### src/rtl/tybec_axis_pkg.sv
// rtl/tybec_axis_pkg.sv - shared TyBEC stream widths and channel defaults for the join/fork wrappers
package tybec_axis_pkg;

    localparam int TY_GVECT        = 1;
    localparam int TY_STREAMW      = 32 * TY_GVECT;
    localparam int TY_NUM_CHANNELS = 4;

    typedef logic [TY_STREAMW-1:0] ty_word_t;

    // A 1-beat packet still needs a 1-bit counter so the compare logic stays legal.
    function automatic int ty_cnt_width(input int len);
        return (len > 1) ? $clog2(len) : 1;
    endfunction

endpackage

### src/rtl/tybec_axis_fork_if.sv
// rtl/tybec_axis_fork_if.sv - kernel output bundle plus forked AXI channels (m_tlast with TY_FORK_TLAST_EN)
interface tybec_axis_fork_if
    import tybec_axis_pkg::*;
#(
    parameter int C_DATA_WIDTH   = TY_STREAMW,
    parameter int C_NUM_CHANNELS = TY_NUM_CHANNELS
);

    logic                                          s_ovalid;
    logic                                          s_oready;
    logic [C_NUM_CHANNELS-1:0][C_DATA_WIDTH-1:0]   s_odata;
    logic [C_NUM_CHANNELS-1:0]                     m_tvalid;
    logic [C_NUM_CHANNELS-1:0][C_DATA_WIDTH-1:0]   m_tdata;
    logic [C_NUM_CHANNELS-1:0]                     m_tready;
`ifdef TY_FORK_TLAST_EN
    logic [C_NUM_CHANNELS-1:0]                     m_tlast;
`endif

    // master: the fork itself, which masters every AXI output channel
    modport master (
        input  s_ovalid,
        input  s_odata,
        output s_oready,
        output m_tvalid,
        output m_tdata,
`ifdef TY_FORK_TLAST_EN
        output m_tlast,
`endif
        input  m_tready
    );

    modport slave (
        output s_ovalid,
        output s_odata,
        input  s_oready,
        input  m_tvalid,
        input  m_tdata,
`ifdef TY_FORK_TLAST_EN
        input  m_tlast,
`endif
        output m_tready
    );

endinterface

### src/rtl/tybec_axis_out_slot.sv
// rtl/tybec_axis_out_slot.sv - one forked channel's data/pend (and tlast with TY_FORK_TLAST_EN) register
module tybec_axis_out_slot
    import tybec_axis_pkg::*;
#(
    parameter int C_DATA_WIDTH = TY_STREAMW
) (
    input  logic                    aclk,
    input  logic                    areset,
    input  logic                    load,
    input  logic [C_DATA_WIDTH-1:0] din,
    input  logic                    tready,
`ifdef TY_FORK_TLAST_EN
    input  logic                    last_in,
    output logic                    tlast,
`endif
    output logic                    tvalid,
    output logic [C_DATA_WIDTH-1:0] tdata,
    output logic                    free
);

    logic                    pend_q;
    logic [C_DATA_WIDTH-1:0] data_q;

    // A load wins over a drain so a slot emptied this cycle refills without a bubble.
    always_ff @(posedge aclk) begin
        if (areset) begin
            pend_q <= 1'b0;
            data_q <= '0;
        end else if (load) begin
            pend_q <= 1'b1;
            data_q <= din;
        end else if (pend_q && tready) begin
            pend_q <= 1'b0;
        end
    end

`ifdef TY_FORK_TLAST_EN
    logic tlast_q;

    always_ff @(posedge aclk) begin
        if (areset) begin
            tlast_q <= 1'b0;
        end else if (load) begin
            tlast_q <= last_in;
        end
    end

    assign tlast = tlast_q;
`endif

    assign tvalid = pend_q;
    assign tdata  = data_q;
    assign free   = !pend_q || tready;

endmodule

### src/rtl/tybec_axis_fork.sv
// rtl/tybec_axis_fork.sv - forks the kernel ovalid/oready bundle into N aligned AXI-stream masters (TY_FORK_TLAST_EN adds m_tlast)
module tybec_axis_fork
    import tybec_axis_pkg::*;
#(
    parameter int C_DATA_WIDTH   = TY_STREAMW,
    parameter int C_NUM_CHANNELS = TY_NUM_CHANNELS,
    parameter int C_PKT_LEN      = 1024
) (
    input  logic                  aclk,
    input  logic                  areset,
    tybec_axis_fork_if.master     bus
);

    if (C_NUM_CHANNELS < 1 || C_NUM_CHANNELS > 16 || C_PKT_LEN < 1) begin : g_bad_cfg
        $error("tybec_axis_fork: illegal C_NUM_CHANNELS or C_PKT_LEN");
    end

    logic [C_NUM_CHANNELS-1:0]                   free;
    logic [C_NUM_CHANNELS-1:0]                   tvalid;
    logic [C_NUM_CHANNELS-1:0][C_DATA_WIDTH-1:0] tdata;
    logic                                        oready;
    logic                                        accept;

    // Only free slots and reset gate the kernel; s_ovalid never feeds back into s_oready.
    always_comb begin
        oready = (&free) && !areset;
    end

    assign accept        = bus.s_ovalid && oready;
    assign bus.s_oready  = oready;
    assign bus.m_tvalid  = tvalid;
    assign bus.m_tdata   = tdata;

`ifdef TY_FORK_TLAST_EN
    localparam int CW = ty_cnt_width(C_PKT_LEN);

    logic [CW-1:0]             beat_q;
    logic                      last_beat;
    logic [C_NUM_CHANNELS-1:0] tlast;

    assign last_beat   = (beat_q == CW'(C_PKT_LEN - 1));
    assign bus.m_tlast = tlast;

    always_ff @(posedge aclk) begin
        if (areset) begin
            beat_q <= '0;
        end else if (accept) begin
            beat_q <= last_beat ? '0 : beat_q + 1'b1;
        end
    end
`endif

    for (genvar i = 0; i < C_NUM_CHANNELS; i++) begin : g_slot
        tybec_axis_out_slot #(
            .C_DATA_WIDTH (C_DATA_WIDTH)
        ) u_slot (
            .aclk    (aclk),
            .areset  (areset),
            .load    (accept),
            .din     (bus.s_odata[i]),
            .tready  (bus.m_tready[i]),
`ifdef TY_FORK_TLAST_EN
            .last_in (last_beat),
            .tlast   (tlast[i]),
`endif
            .tvalid  (tvalid[i]),
            .tdata   (tdata[i]),
            .free    (free[i])
        );
    end

endmodule

### src/flat_wrapper.sv
// flat-port wrapper written by rule: the top's interface ports become plain ports
module tybec_axis_fork_flat import tybec_axis_pkg::*;
#(
    parameter int C_DATA_WIDTH   = TY_STREAMW,
    parameter int C_NUM_CHANNELS = TY_NUM_CHANNELS,
    parameter int C_PKT_LEN      = 1024
)
  (aclk, areset, bus_s_ovalid, bus_s_odata, bus_s_oready, bus_m_tvalid, bus_m_tdata, bus_m_tready);
  tybec_axis_fork_if #(.C_DATA_WIDTH(C_DATA_WIDTH), .C_NUM_CHANNELS(C_NUM_CHANNELS)) bus_i ();
  input  logic aclk;
  input  logic areset;
  input wire logic [$bits(bus_i.s_ovalid)-1:0] bus_s_ovalid;
  input wire logic [$bits(bus_i.s_odata)-1:0] bus_s_odata;
  output wire logic [$bits(bus_i.s_oready)-1:0] bus_s_oready;
  output wire logic [$bits(bus_i.m_tvalid)-1:0] bus_m_tvalid;
  output wire logic [$bits(bus_i.m_tdata)-1:0] bus_m_tdata;
  input wire logic [$bits(bus_i.m_tready)-1:0] bus_m_tready;
  assign bus_i.s_ovalid = bus_s_ovalid;
  assign bus_i.s_odata = bus_s_odata;
  assign bus_s_oready = bus_i.s_oready;
  assign bus_m_tvalid = bus_i.m_tvalid;
  assign bus_m_tdata = bus_i.m_tdata;
  assign bus_i.m_tready = bus_m_tready;
  tybec_axis_fork #(.C_DATA_WIDTH(C_DATA_WIDTH), .C_NUM_CHANNELS(C_NUM_CHANNELS), .C_PKT_LEN(C_PKT_LEN)) u_core (.aclk(aclk), .areset(areset), .bus(bus_i));
endmodule
### config.mk
export PLATFORM = sky130hd
export DESIGN_NAME = tybec_axis_fork_flat
export DESIGN_NICKNAME = d
export VERILOG_FILES = /design/src/rtl/tybec_axis_pkg.sv /design/src/rtl/tybec_axis_fork_if.sv /design/src/rtl/tybec_axis_out_slot.sv /design/src/rtl/tybec_axis_fork.sv /design/src/flat_wrapper.sv
export SDC_FILE = /design/constraint.sdc
export NUM_CORES = 1
export LEC_CHECK = 0
export CAP_MARGIN = 0
export CORE_AREA = 2 2 114 116
export CTS_BUF_LIST = sky130_fd_sc_hd__clkbuf_2 sky130_fd_sc_hd__clkbuf_4 sky130_fd_sc_hd__clkbuf_8
export DETAILED_ROUTE_END_ITERATION = 6
export DIE_AREA = 0 0 116 118
export PLACE_DENSITY = 0.93
export SLEW_MARGIN = 0
export SYNTH_ARGS = -nofsm -noshare
export SYNTH_HDL_FRONTEND = slang
export SYNTH_SLANG_ARGS = --single-unit
### constraint.sdc
create_clock -name aclk -period 3 [get_ports aclk]
set_input_delay 0.45 -clock aclk [delete_from_list [all_inputs] [get_ports aclk]]
set_output_delay 0.45 -clock aclk [all_outputs]
set_load 0.01 [all_outputs]
# == After elaboration in Yosys (flattened, before gate mapping) ==
# Cells that the tools add are included.
# op_classes
n_reduce_logical,20
n_mux,8
# op_table
op,count
2-to-1 mux 1 bit,8
nonzero test 2 bit,4
logical AND 1 bit,6
logical NOT 1 bit,5
logical OR 1 bit,4
AND reduction 4 bit,1
# totals
register_bits,132
word_cells,36

# == Longest topological paths before layout ==
# depth
word_depth,6
mapped_depth,6
mapped_depth_nobuf,4

# == Hierarchy ==
# A second synthesis with hierarchy kept.
# unflattened
hier_cells,436
area_unflattened_um2,4848.4
# modules_own_cells
module,cells_per_inst,area_per_inst_um2,n_inst,seq_area_each_um2
tybec_axis_out_slot,108,1204.9,4,660.6
tybec_axis_fork,4,28.8,1,0.0

# == Least setup slack after synthesis ==
# No wires, ideal clock.
# synth_timing
kind,input -> register
start,in bus_m_tready[3]
end,reg u_core.g_slot[0].u_slot.data_q[17]
slack_ns,1.339
stages,6
required_time_ns,2.879
n_path_buf,2
t_arrival_ns,1.539
setup_ns,0.121
cell_sequence,nand2b_1 > and3_1 > nand4b_2 > buf_6 > buf_6 > mux2_4
# synth_via
elab_chain_len,4
# synth_rtl
item,line_no,source
start: declaration,flat_wrapper.sv:17,input wire logic [$bits(bus_i.m_tready)-1:0] bus_m_tready;
logical OR 1 bit,tybec_axis_out_slot.sv:53,assign free = !pend_q || tready;
AND reduction 4 bit,tybec_axis_fork.sv:26,oready = (&free) && !areset;
logical AND 1 bit,tybec_axis_fork.sv:26,
logical AND 1 bit,tybec_axis_fork.sv:29,assign accept = bus.s_ovalid && oready;
end signal: assignment,tybec_axis_out_slot.sv:31,data_q <= din;
end: declaration,tybec_axis_out_slot.sv:22,logic [C_DATA_WIDTH-1:0] data_q;
# Every way passes these cells.
# A chain may end at the register's enable or synchronous reset.

# == Final worst setup path ==
# layout_timing
start,in bus_m_tready[3]
end,out bus_s_oready
# layout_via
elab_chain_len,3
# layout_rtl
item,line_no,source
logical OR 1 bit,tybec_axis_out_slot.sv:53,
AND reduction 4 bit,tybec_axis_fork.sv:26,
logical AND 1 bit,tybec_axis_fork.sv:26,
end: declaration,flat_wrapper.sv:14,output wire logic [$bits(bus_i.s_oready)-1:0] bus_s_oready;
# Every way passes these cells.

==> impl_metrics.csv <==
group,metric,value,unit
grt,grt.total_usage,0.210,
place,dpl.hpwl,10900,µm
critical_path,crit_path_start_kind,"input port",
timing,setup_viol,0,
cts,cts_tree,"built",
pwr,leakage,0.00371,µW
cts,postCtsHoldBufs,0,
grt,grt_use_met2,0.359,
hold_path,hold_depth,2,
route,avgRoutedWirePerCell,16.9,µm
critical_path,worstSetupEndpointType,"output port",
final_layout,final_common_cell,"clkdlybuf4s50_1",
route,vias_per_cell,4.63,
synth,yosysWarnings,0,
place,placed_cell_area,0.00828,mm²
pwr,p_per_area,503,mW/mm²
final_layout,most-common-layout-cells,"clkdlybuf4s50_1, dfxtp_1, nor2b_1, mux2_4, mux2_2",
cts,root_buffer,"clkbuf_8",
final_layout,regArea,0.00264,mm²
synth,synthesis.nets,567,
place,io_buffers,267,
final_layout,fillers,873,
critical_path,crit_required,2550,ps
timing,fin_tns_setup,0,ps
die,coreArea,0.0124,mm²
place,dp_cells,844,
critical_path,arrival,2030,ps
grt,grt_use_met3,0.0953,
status,status,"finished clean",
final_layout,drive_gt1_frac,0.234,
synth,postSynthCellCount,432,
place,gp_congestion,0.828,
synth,synth_seq_area_share,0.478,
critical_path,worstPathMaxFanout,3,
route,drc_errors,0,
timing,fmax,402,MHz
timing,fin_worst_skew,11.0,ps
grt,grt_pass1_wl,22100,µm
timing,final.min_clock_period,2480,ps
route,ant_nets,0,
grt,grt.met1_usage,0.213,
route,routed_wl,14800,µm
final_layout,antenna_cells,0,
timing,fin_crit_sh,0.828,
grt,antenna_found_initial,0,
pwr,vdd_drop_max,424,µV
cts,cts_max_level,4,
final_layout,final_nets,826,
final_layout,multi_input_area,0.00267,mm²
route,num_vias,4043,
timing,hold_violations,0,
job,max-cap-violations,0,
critical_path,ff2ff_path_depth,5,
synth,ys_top_cells_by_area,"dfxtp_1, mux2_4, nor2b_1, mux2_2, buf_6",
critical_path,criticalPathCategory,"input port to output port",
cts,clk_latency,440,ps
route,first_iter_violations,180,
die,fp.dieW,116,µm
grt,busiest_layer,"met2",
die,ios,268,
route,drtPass1Iterations,4,
cts,clk_pin_slew,70,ps
cts,cts_setup_buffers,0,
timing,worstMarginPinSlew,724,ps
die,start_util,0.445,
die,row_count,41,
final_layout,fin_cells,873,
cts,cts_made_buffers,17,
die,die_area,0.0137,mm²
synth,synth_top_area_frac,0.478,
synth,synth_area_per_cell,12.8,µm²
hold_path,hp-class,"flip-flop to flip-flop",
synth,synth_cell_types,15,
cts,cts-resized-gates,0,
grt,grt_pass1_vias,4322,
final_layout,finish.utilization,0.695,
synth,syn_area,0.00552,mm²
timing,rsz0062_at_grt,"no",
die,die_y,118,µm
timing,drv_slew,0,
grt,grt_max_degree,74,
grt,overflow,0,
final_layout,synthToLayoutAreaGrowth,56.2,%
synth,synth_seq_cells,132,
final_layout,stdcell_area,0.00863,mm²
cts,clk_path_buf_depth,2,
synth,synth_largest_area_cell,"dfxtp_1",
cts,cts.sinks,132,
timing,max_slew_margin,0.518,
-- cells in the mapped netlist --
master / n
and2b_1: 14
and3b_1: 1
a21oi_1: 4
buf_6: 10
buf_2: 5
mux2_2: 41
and3_1: 1
mux2_4: 87
clkbuf_1: 13
buf_4: 4
nand4b_2: 1
nand2_1: 1
nor2b_1: 114
dfxtp_1: 132
nand2b_1: 4
-- kinds of logic (layout without fill, tap and decap cells) --
logic type | Yosys count | in the layout | synth area share
simple gates | 136 | 136 | 0.159
compound gates | 4 | 4 | 0.00362
buf+inv | 32 | 301 | 0.0392
flops | 132 | 132 | 0.478
mux | 128 | 128 | 0.320
-- final cells by class --
class	count	share of cell area
flip-flops and latches	132	0.306
multi-input cells	268	0.310
repair buffers	272	0.318
well taps	172	0.0249
clock inverters	6	0.00638
clock buffers	23	0.0345
-- routing by layer --
layer / vias to the layer above / share of wire
li1: 1939 / -
met1: 1869 / 0.38
met2: 199 / 0.49
met3: 36 / 0.10
met4: 0 / 0.032
met5: - / 0
-- state kept, by name, summed over array words and instances (netlist names) --
| signal | cells |
|---|---|
| u_core.g_slot.u_slot.tdata | 128 |
| u_core.g_slot.u_slot.tvalid | 4 |
-- per-stage QoR --
stage	hold WS (ps)	total power, µW	setup slack [ps]
2_1_floorplan	461	2470	1340
3_3_place_gp	479	2980	516
3_5_place_dp	513	3020	362
4_1_cts	526	4390	511
5_1_grt	540	4520	466
6_report	522	4340	515
-- report_power, final --
part	total [µW]	internal, µW	switching, µW
Combinational	995	670	326
Sequential	1990	1910	76.9
Clock	1360	727	636
-- final timing paths --
check             slack [ps]                           start                          endpoint
setup reg to reg        1010  u_core.g_slot[3].u_slot.tvalid  u_core.g_slot[2].u_slot.tdata[0]
setup / recovery         520                 bus_m_tready[3]                      bus_s_oready
hold reg to reg          520  u_core.g_slot[1].u_slot.tvalid    u_core.g_slot[1].u_slot.tvalid
hold / removal           520  u_core.g_slot[1].u_slot.tvalid    u_core.g_slot[1].u_slot.tvalid
-- worst max-delay path, stage by stage --
cell and delay, ps:
clkdlybuf4s50_1 470, nand2b_1 140, and3_1 260, and3b_1 190, clkdlybuf4s50_1 530
Note: power is estimated with default switching activity, not from simulation.
